==> src/rtl/mbist_march_ctrl.sv <==
// March C- BIST sequencer for a single-port SRAM: drives the memory test port,
// compares read data against the expected background and latches the first failure.
module mbist_march_ctrl #(
    parameter int ADDR_W = 4,
    parameter int DATA_W = 8,
    parameter int RD_LAT = 1
) (
    input  logic              clk,
    input  logic              rst,
    input  logic              start_i,
    input  logic              abort_i,
    output logic [ADDR_W-1:0] mem_addr_o,
    output logic              mem_we_o,
    output logic              mem_re_o,
    output logic [DATA_W-1:0] mem_wdata_o,
    input  logic [DATA_W-1:0] mem_rdata_i,
    output logic              busy_o,
    output logic              done_o,
    output logic              fail_o,
    output logic [ADDR_W-1:0] fail_addr_o,
    output logic [2:0]        fail_elem_o
);

    typedef enum logic [2:0] {
        S_IDLE, S_M0, S_M1, S_M2, S_M3, S_M4, S_M5, S_DRAIN
    } state_t;

    localparam logic [ADDR_W-1:0] LAST = '1;

    state_t            state_q, state_d;
    logic [ADDR_W-1:0] addr_q, addr_d;
    logic              phase_q, phase_d;
    logic [2:0]        dcnt_q, dcnt_d;
    logic              done_q, done_d;
    logic              down, term, kill;
    logic [DATA_W-1:0] rbg, rd_exp;
    logic [2:0]        elem;

    logic [RD_LAT-1:0]             vld_pipe_q;
    logic [RD_LAT-1:0][DATA_W-1:0] exp_pipe_q;
    logic [RD_LAT-1:0][ADDR_W-1:0] adr_pipe_q;
    logic [RD_LAT-1:0][2:0]        elm_pipe_q;
    logic                          mism;
    logic                          fail_q;
    logic [ADDR_W-1:0]             fail_addr_q;
    logic [2:0]                    fail_elem_q;

    assign kill   = abort_i && (state_q != S_IDLE);
    assign down   = (state_q == S_M3) || (state_q == S_M4);
    assign term   = down ? (addr_q == '0) : (addr_q == LAST);
    assign rbg    = ((state_q == S_M2) || (state_q == S_M4)) ? '1 : '0;
    assign elem   = 3'(state_q) - 3'd1;
    assign busy_o = (state_q != S_IDLE);
    assign done_o = done_q;

    always_ff @(posedge clk or negedge rst) begin
        if (!rst) begin
            state_q <= S_IDLE;
            addr_q  <= '0;
            phase_q <= 1'b0;
            dcnt_q  <= '0;
            done_q  <= 1'b0;
        end else begin
            state_q <= state_d;
            addr_q  <= addr_d;
            phase_q <= phase_d;
            dcnt_q  <= dcnt_d;
            done_q  <= done_d;
        end
    end

    always_comb begin
        state_d     = state_q;
        addr_d      = addr_q;
        phase_d     = phase_q;
        dcnt_d      = dcnt_q;
        done_d      = 1'b0;
        mem_addr_o  = '0;
        mem_we_o    = 1'b0;
        mem_re_o    = 1'b0;
        mem_wdata_o = '0;
        rd_exp      = '0;
        case (state_q)
            S_IDLE: if (start_i) begin
                state_d = S_M0;
                addr_d  = '0;
                phase_d = 1'b0;
            end
            S_M0: begin
                mem_addr_o = addr_q;
                mem_we_o   = 1'b1;
                if (term) begin
                    state_d = S_M1;
                    addr_d  = '0;
                end else addr_d = addr_q + 1'b1;
            end
            S_M1, S_M2, S_M3, S_M4: begin
                // read the old background, then overwrite with its complement
                mem_addr_o  = addr_q;
                mem_re_o    = !phase_q;
                mem_we_o    = phase_q;
                mem_wdata_o = ~rbg;
                rd_exp      = rbg;
                phase_d     = !phase_q;
                if (phase_q) begin
                    if (term) begin
                        state_d = state_t'(state_q + 3'd1);
                        addr_d  = ((state_q == S_M2) || (state_q == S_M3)) ? LAST : '0;
                    end else addr_d = down ? addr_q - 1'b1 : addr_q + 1'b1;
                end
            end
            S_M5: begin
                mem_addr_o = addr_q;
                mem_re_o   = 1'b1;
                if (term) begin
                    state_d = S_DRAIN;
                    addr_d  = '0;
                    dcnt_d  = '0;
                end else addr_d = addr_q + 1'b1;
            end
            S_DRAIN: begin
                if (dcnt_q == 3'(RD_LAT - 1)) begin
                    state_d = S_IDLE;
                    done_d  = 1'b1;
                end else dcnt_d = dcnt_q + 3'd1;
            end
            default: state_d = S_IDLE;
        endcase
        if (kill) begin
            state_d = S_IDLE;
            addr_d  = '0;
            phase_d = 1'b0;
            dcnt_d  = '0;
            done_d  = 1'b0;
        end
    end

    // expected data travels with the read so it lines up with mem_rdata_i
    always_ff @(posedge clk or negedge rst) begin
        if (!rst) begin
            vld_pipe_q <= '0;
            exp_pipe_q <= '0;
            adr_pipe_q <= '0;
            elm_pipe_q <= '0;
        end else if (kill) begin
            vld_pipe_q <= '0;
        end else begin
            vld_pipe_q[0] <= mem_re_o;
            exp_pipe_q[0] <= rd_exp;
            adr_pipe_q[0] <= mem_addr_o;
            elm_pipe_q[0] <= elem;
            for (int i = 1; i < RD_LAT; i++) begin
                vld_pipe_q[i] <= vld_pipe_q[i-1];
                exp_pipe_q[i] <= exp_pipe_q[i-1];
                adr_pipe_q[i] <= adr_pipe_q[i-1];
                elm_pipe_q[i] <= elm_pipe_q[i-1];
            end
        end
    end

    assign mism = vld_pipe_q[RD_LAT-1] && (mem_rdata_i != exp_pipe_q[RD_LAT-1]);

    always_ff @(posedge clk or negedge rst) begin
        if (!rst) begin
            fail_q      <= 1'b0;
            fail_addr_q <= '0;
            fail_elem_q <= '0;
        end else if ((state_q == S_IDLE) && start_i) begin
            fail_q      <= 1'b0;
            fail_addr_q <= '0;
            fail_elem_q <= '0;
        end else if (mism) begin
            fail_q <= 1'b1;
            if (!fail_q) begin
                fail_addr_q <= adr_pipe_q[RD_LAT-1];
                fail_elem_q <= elm_pipe_q[RD_LAT-1];
            end
        end
    end

    assign fail_o      = fail_q;
    assign fail_addr_o = fail_addr_q;
    assign fail_elem_o = fail_elem_q;

endmodule

==> config.mk <==
export PLATFORM = sky130hd
export DESIGN_NAME = mbist_march_ctrl
export DESIGN_NICKNAME = d
export VERILOG_FILES = /design/src/rtl/mbist_march_ctrl.sv
export SDC_FILE = /design/constraint.sdc
export NUM_CORES = 1
export LEC_CHECK = 0
export BUFFER_PORTS_ARGS = -buffer_cell sky130_fd_sc_hd__buf_2
export CELL_PAD_IN_SITES_DETAIL_PLACEMENT = 0
export CELL_PAD_IN_SITES_GLOBAL_PLACEMENT = 2
export CORE_MARGIN = 2
export CORE_UTILIZATION = 34
export DETAILED_ROUTE_END_ITERATION = 7
export GPL_TIMING_DRIVEN = 1
export PLACE_DENSITY = 0.79
export SYNTH_ARGS = -nofsm -noshare
export SYNTH_HDL_FRONTEND = slang
export SYNTH_SLANG_ARGS = --single-unit
==> constraint.sdc <==
create_clock -name clk -period 2.8 [get_ports clk]
set_input_delay 0.14 -clock clk [delete_from_list [all_inputs] [get_ports clk]]
set_output_delay 0.14 -clock clk [all_outputs]
set_load 0.1 [all_outputs]
==> key figures <==
Clock network
  – Clock Root Buffer: clkbuf_8
  – CTS max path bufs: 2
  – CTS Buf Count: 5
  – Hold-fix buffers, CTS: 1
  – H-Tree Depth: 2
  – Clock-pin slew on the worst setup and hold paths: 0.06 ns
  – Resized cells post-CTS: 0
  – Clock tree sinks: 29
  – Setup Fix Bufs, Post-CTS: 0
  – Worst skew pair latency: 0.28 ns
  – CTS tree: built

Drt
  – Iter 0 DRT Violations: 93
  – Vias: 1623
  – Wire per inst: 15.05 um
  – Total wire length: 4619 um
  – Detailed-route DRC error count: 0
  – Vias per cell: 5.287
  – Post-route ant nets: 0
  – DRT Pass-1 Iters: 4

Layout
  – Final Non-Filler Cells: 307
  – Share of layout cells above drive strength 1: 0.2638
  – N_diodes: 0
  – P&R area growth vs syn: 15.80%
  – Most frequent cells in the layout: 35 x buf_2, 29 x dfrtp_1, 17 x nand2_1
  – Most common cell after layout, fill and taps aside: buf_2
  – Nets: 256

Critical path
  – Critical Path, Cell by Cell: inv_1 -> ha_1 -> o21ai_4 -> nand2_1 -> and2_1 -> buf_2
  – Arrival time worst endpoint: 2.43 ns
  – Crit path largest cell delay: 0.47 ns
  – CP required: 2.66 ns
  – Crit path buf inv count: 2
  – R2R depth: 7
  – Crit path depth: 6
  – Worst Setup Start Kind: register
  – CP top delay family: buffers and inverters
  – Slowest-stage cell, CP: buf_2
  – WS Path Type: register to output port
  – CP Capture Type: output port
  – Worst Path Max Fanout: 9

STA
  – Achievable Freq: 388.9 MHz
  – Count of final setup violators: 0
  – Rel. slew slack: 0.5424
  – Max Slew Vio Count: 0
  – Final Cycle Share: 0.9183
  – Setup TNS: 0 ns
  – Worst-Margin Slew: 0.6864 ns
  – Clk_skew: 0.001848 ns
  – RSZ-0062 raised after global routing: false
  – Minimum clock period: 2.571 ns
  – Final hold violations: 0

Floorplan
  – Die H: 79.55 um
  – Starting Density: 0.3524
  – Die footprint: 6328 um2
  – Die Wd: 79.55 um
  – Io pins: 36
  – Rows: 27
  – Core ar.: 5507 um2

GRT
  – Congestion Overflow GR: 0
  – Initial antenna violation count: 0
  – First-pass GRT wire length: 7479 um
  – M2 GR Usage: 0.2403
  – GR met3 Demand/Resource: 0.03959
  – Largest net degree at the start of global routing: 30
  – Gr busiest metal: met2
  – Met1 Usage GRT: 0.2014
  – Total track usage: 0.1534
  – Vias in the first global route: 1560

Logic synthesis
  – Yosys cell types: 55
  – Synth Net Count: 225
  – Sequential share of the synthesized area: 0.3740
  – #FFs+latches synth: 29
  – Synth Cell Area: 1941 um2
  – Synth async-reset ratio: 1.000
  – Top_reg_cell synth: dfrtp_1
  – Synth Warn #: 0
  – Post-synth EDFFs: 0
  – Syn Inst Count: 203
  – Synthesized area per cell: 9.560 um2

Job
  – Max Cap Viol: 0

Placement
  – Gpl congestion: 0.8389
  – IO buf count: 35
  – Hpwl dp: 3391 um
  – Inst Count DP: 298

Worst hold path
  – Hold Crit Depth: 3
  – Worst min path class: input port to register

Run status
  – Status: finished clean
final cells by class:
type / count / area (um2)
flip-flops and latches: 29 / 725.7
inverters: 10 / 37.54
clock buffers: 7 / 86.33
repair buffers: 39 / 207.7
clock inverters: 1 / 30.03
multi-input cells: 149 / 1070
well taps: 72 / 90.09
fillers: 560 / 3259
stage by stage:
stage	util	hold WS [ns]	setup slack [ns]	cell area, um2
after CTS	0.4081	0.2417	0.2143	2247
after detailed placement	0.3851	0.2222	0.4583	2121
after floorplan	-	-0.1556	0.1026	1941
after global routing	0.4081	0.2538	0.03119	2247
final	0.4081	0.2470	0.2287	2247
after global placement	0.3851	0.2216	0.5301	2121
layer usage:
| metal | part of all wire | vias up |
|---|---|---|
| met5 | 0 | - |
| met4 | 0.019 | 0 |
| met3 | 0.052 | 9 |
| met2 | 0.45 | 43 |
| met1 | 0.47 | 772 |
| li1 | - | 799 |
worst min-delay path: stages:
cell    delay [ns]
buf_2         0.14
inv_1         0.08
o22a_1        0.14
kinds of logic (layout without fill, tap and decap cells):
family,after synthesis,count (layout),share of synthesized area
AO/OA/AOI/OAI,50,50,0.1954
XOR/XNOR,2,2,0.009028
adder cells (fa/ha/maj),10,10,0.06447
buffers and inverters,25,57,0.07479
flip-flops,29,29,0.3740
multiplexers,18,18,0.1019
AND/OR/NAND/NOR,69,69,0.1805
path summary, 6_finish.rpt:
path / startpoint / end / slack, ns
hold reg to reg: elm_pipe_q[2] / elm_pipe_q[2] / 0.48
min in group asynchronous: rst / fail_addr_o[1] / 0.44
setup reg to reg: state_q[0] / state_q[1] / 0.43
hold / removal: start_i / fail_o / 0.25
setup / recovery: state_q[0] / mem_wdata_o[7] / 0.23
max in group asynchronous: rst / phase_q / 1.91
synth_stat cells, drive strengths merged, types with 2 or more instances:
| cell | instances | area (um2) |
|---|---|---|
| dfrtp | 29 | 725.7 |
| nand2 | 17 | 63.81 |
| nor2 | 17 | 66.32 |
| buf | 15 | 107.6 |
| a21oi | 13 | 68.82 |
| ha | 10 | 125.1 |
| inv | 10 | 37.53 |
| mux2i | 10 | 103.9 |
| and2 | 9 | 58.81 |
| nand3 | 9 | 45.04 |
| mux2 | 8 | 93.83 |
| o21ai | 8 | 51.30 |
| nor3b | 5 | 42.54 |
| a31oi | 4 | 25.02 |
| nor2b | 3 | 18.77 |
| o22ai | 3 | 18.77 |
| a221o | 2 | 20.02 |
| a32o | 2 | 21.27 |
| nand2b | 2 | 12.51 |
| nand4 | 2 | 12.51 |
| o211ai | 2 | 15.01 |
| o31ai | 2 | 15.01 |
| o32ai | 2 | 17.52 |
sequential cells by signal (all words and copies together), names as in the netlist:
| register | cells |
|---|---|
| addr_q | 4 |
| adr_pipe_q | 4 |
| dcnt_q | 3 |
| done_o | 1 |
| elm_pipe_q | 3 |
| exp_pipe_q | 1 |
| fail_addr_o | 4 |
| fail_elem_o | 3 |
| fail_o | 1 |
| phase_q | 1 |
| state_q | 3 |
| vld_pipe_q | 1 |
Power is left out: the tool's default activity adds up to more than one toggle a clock period on the data nets, which glitch-free logic cannot reach.
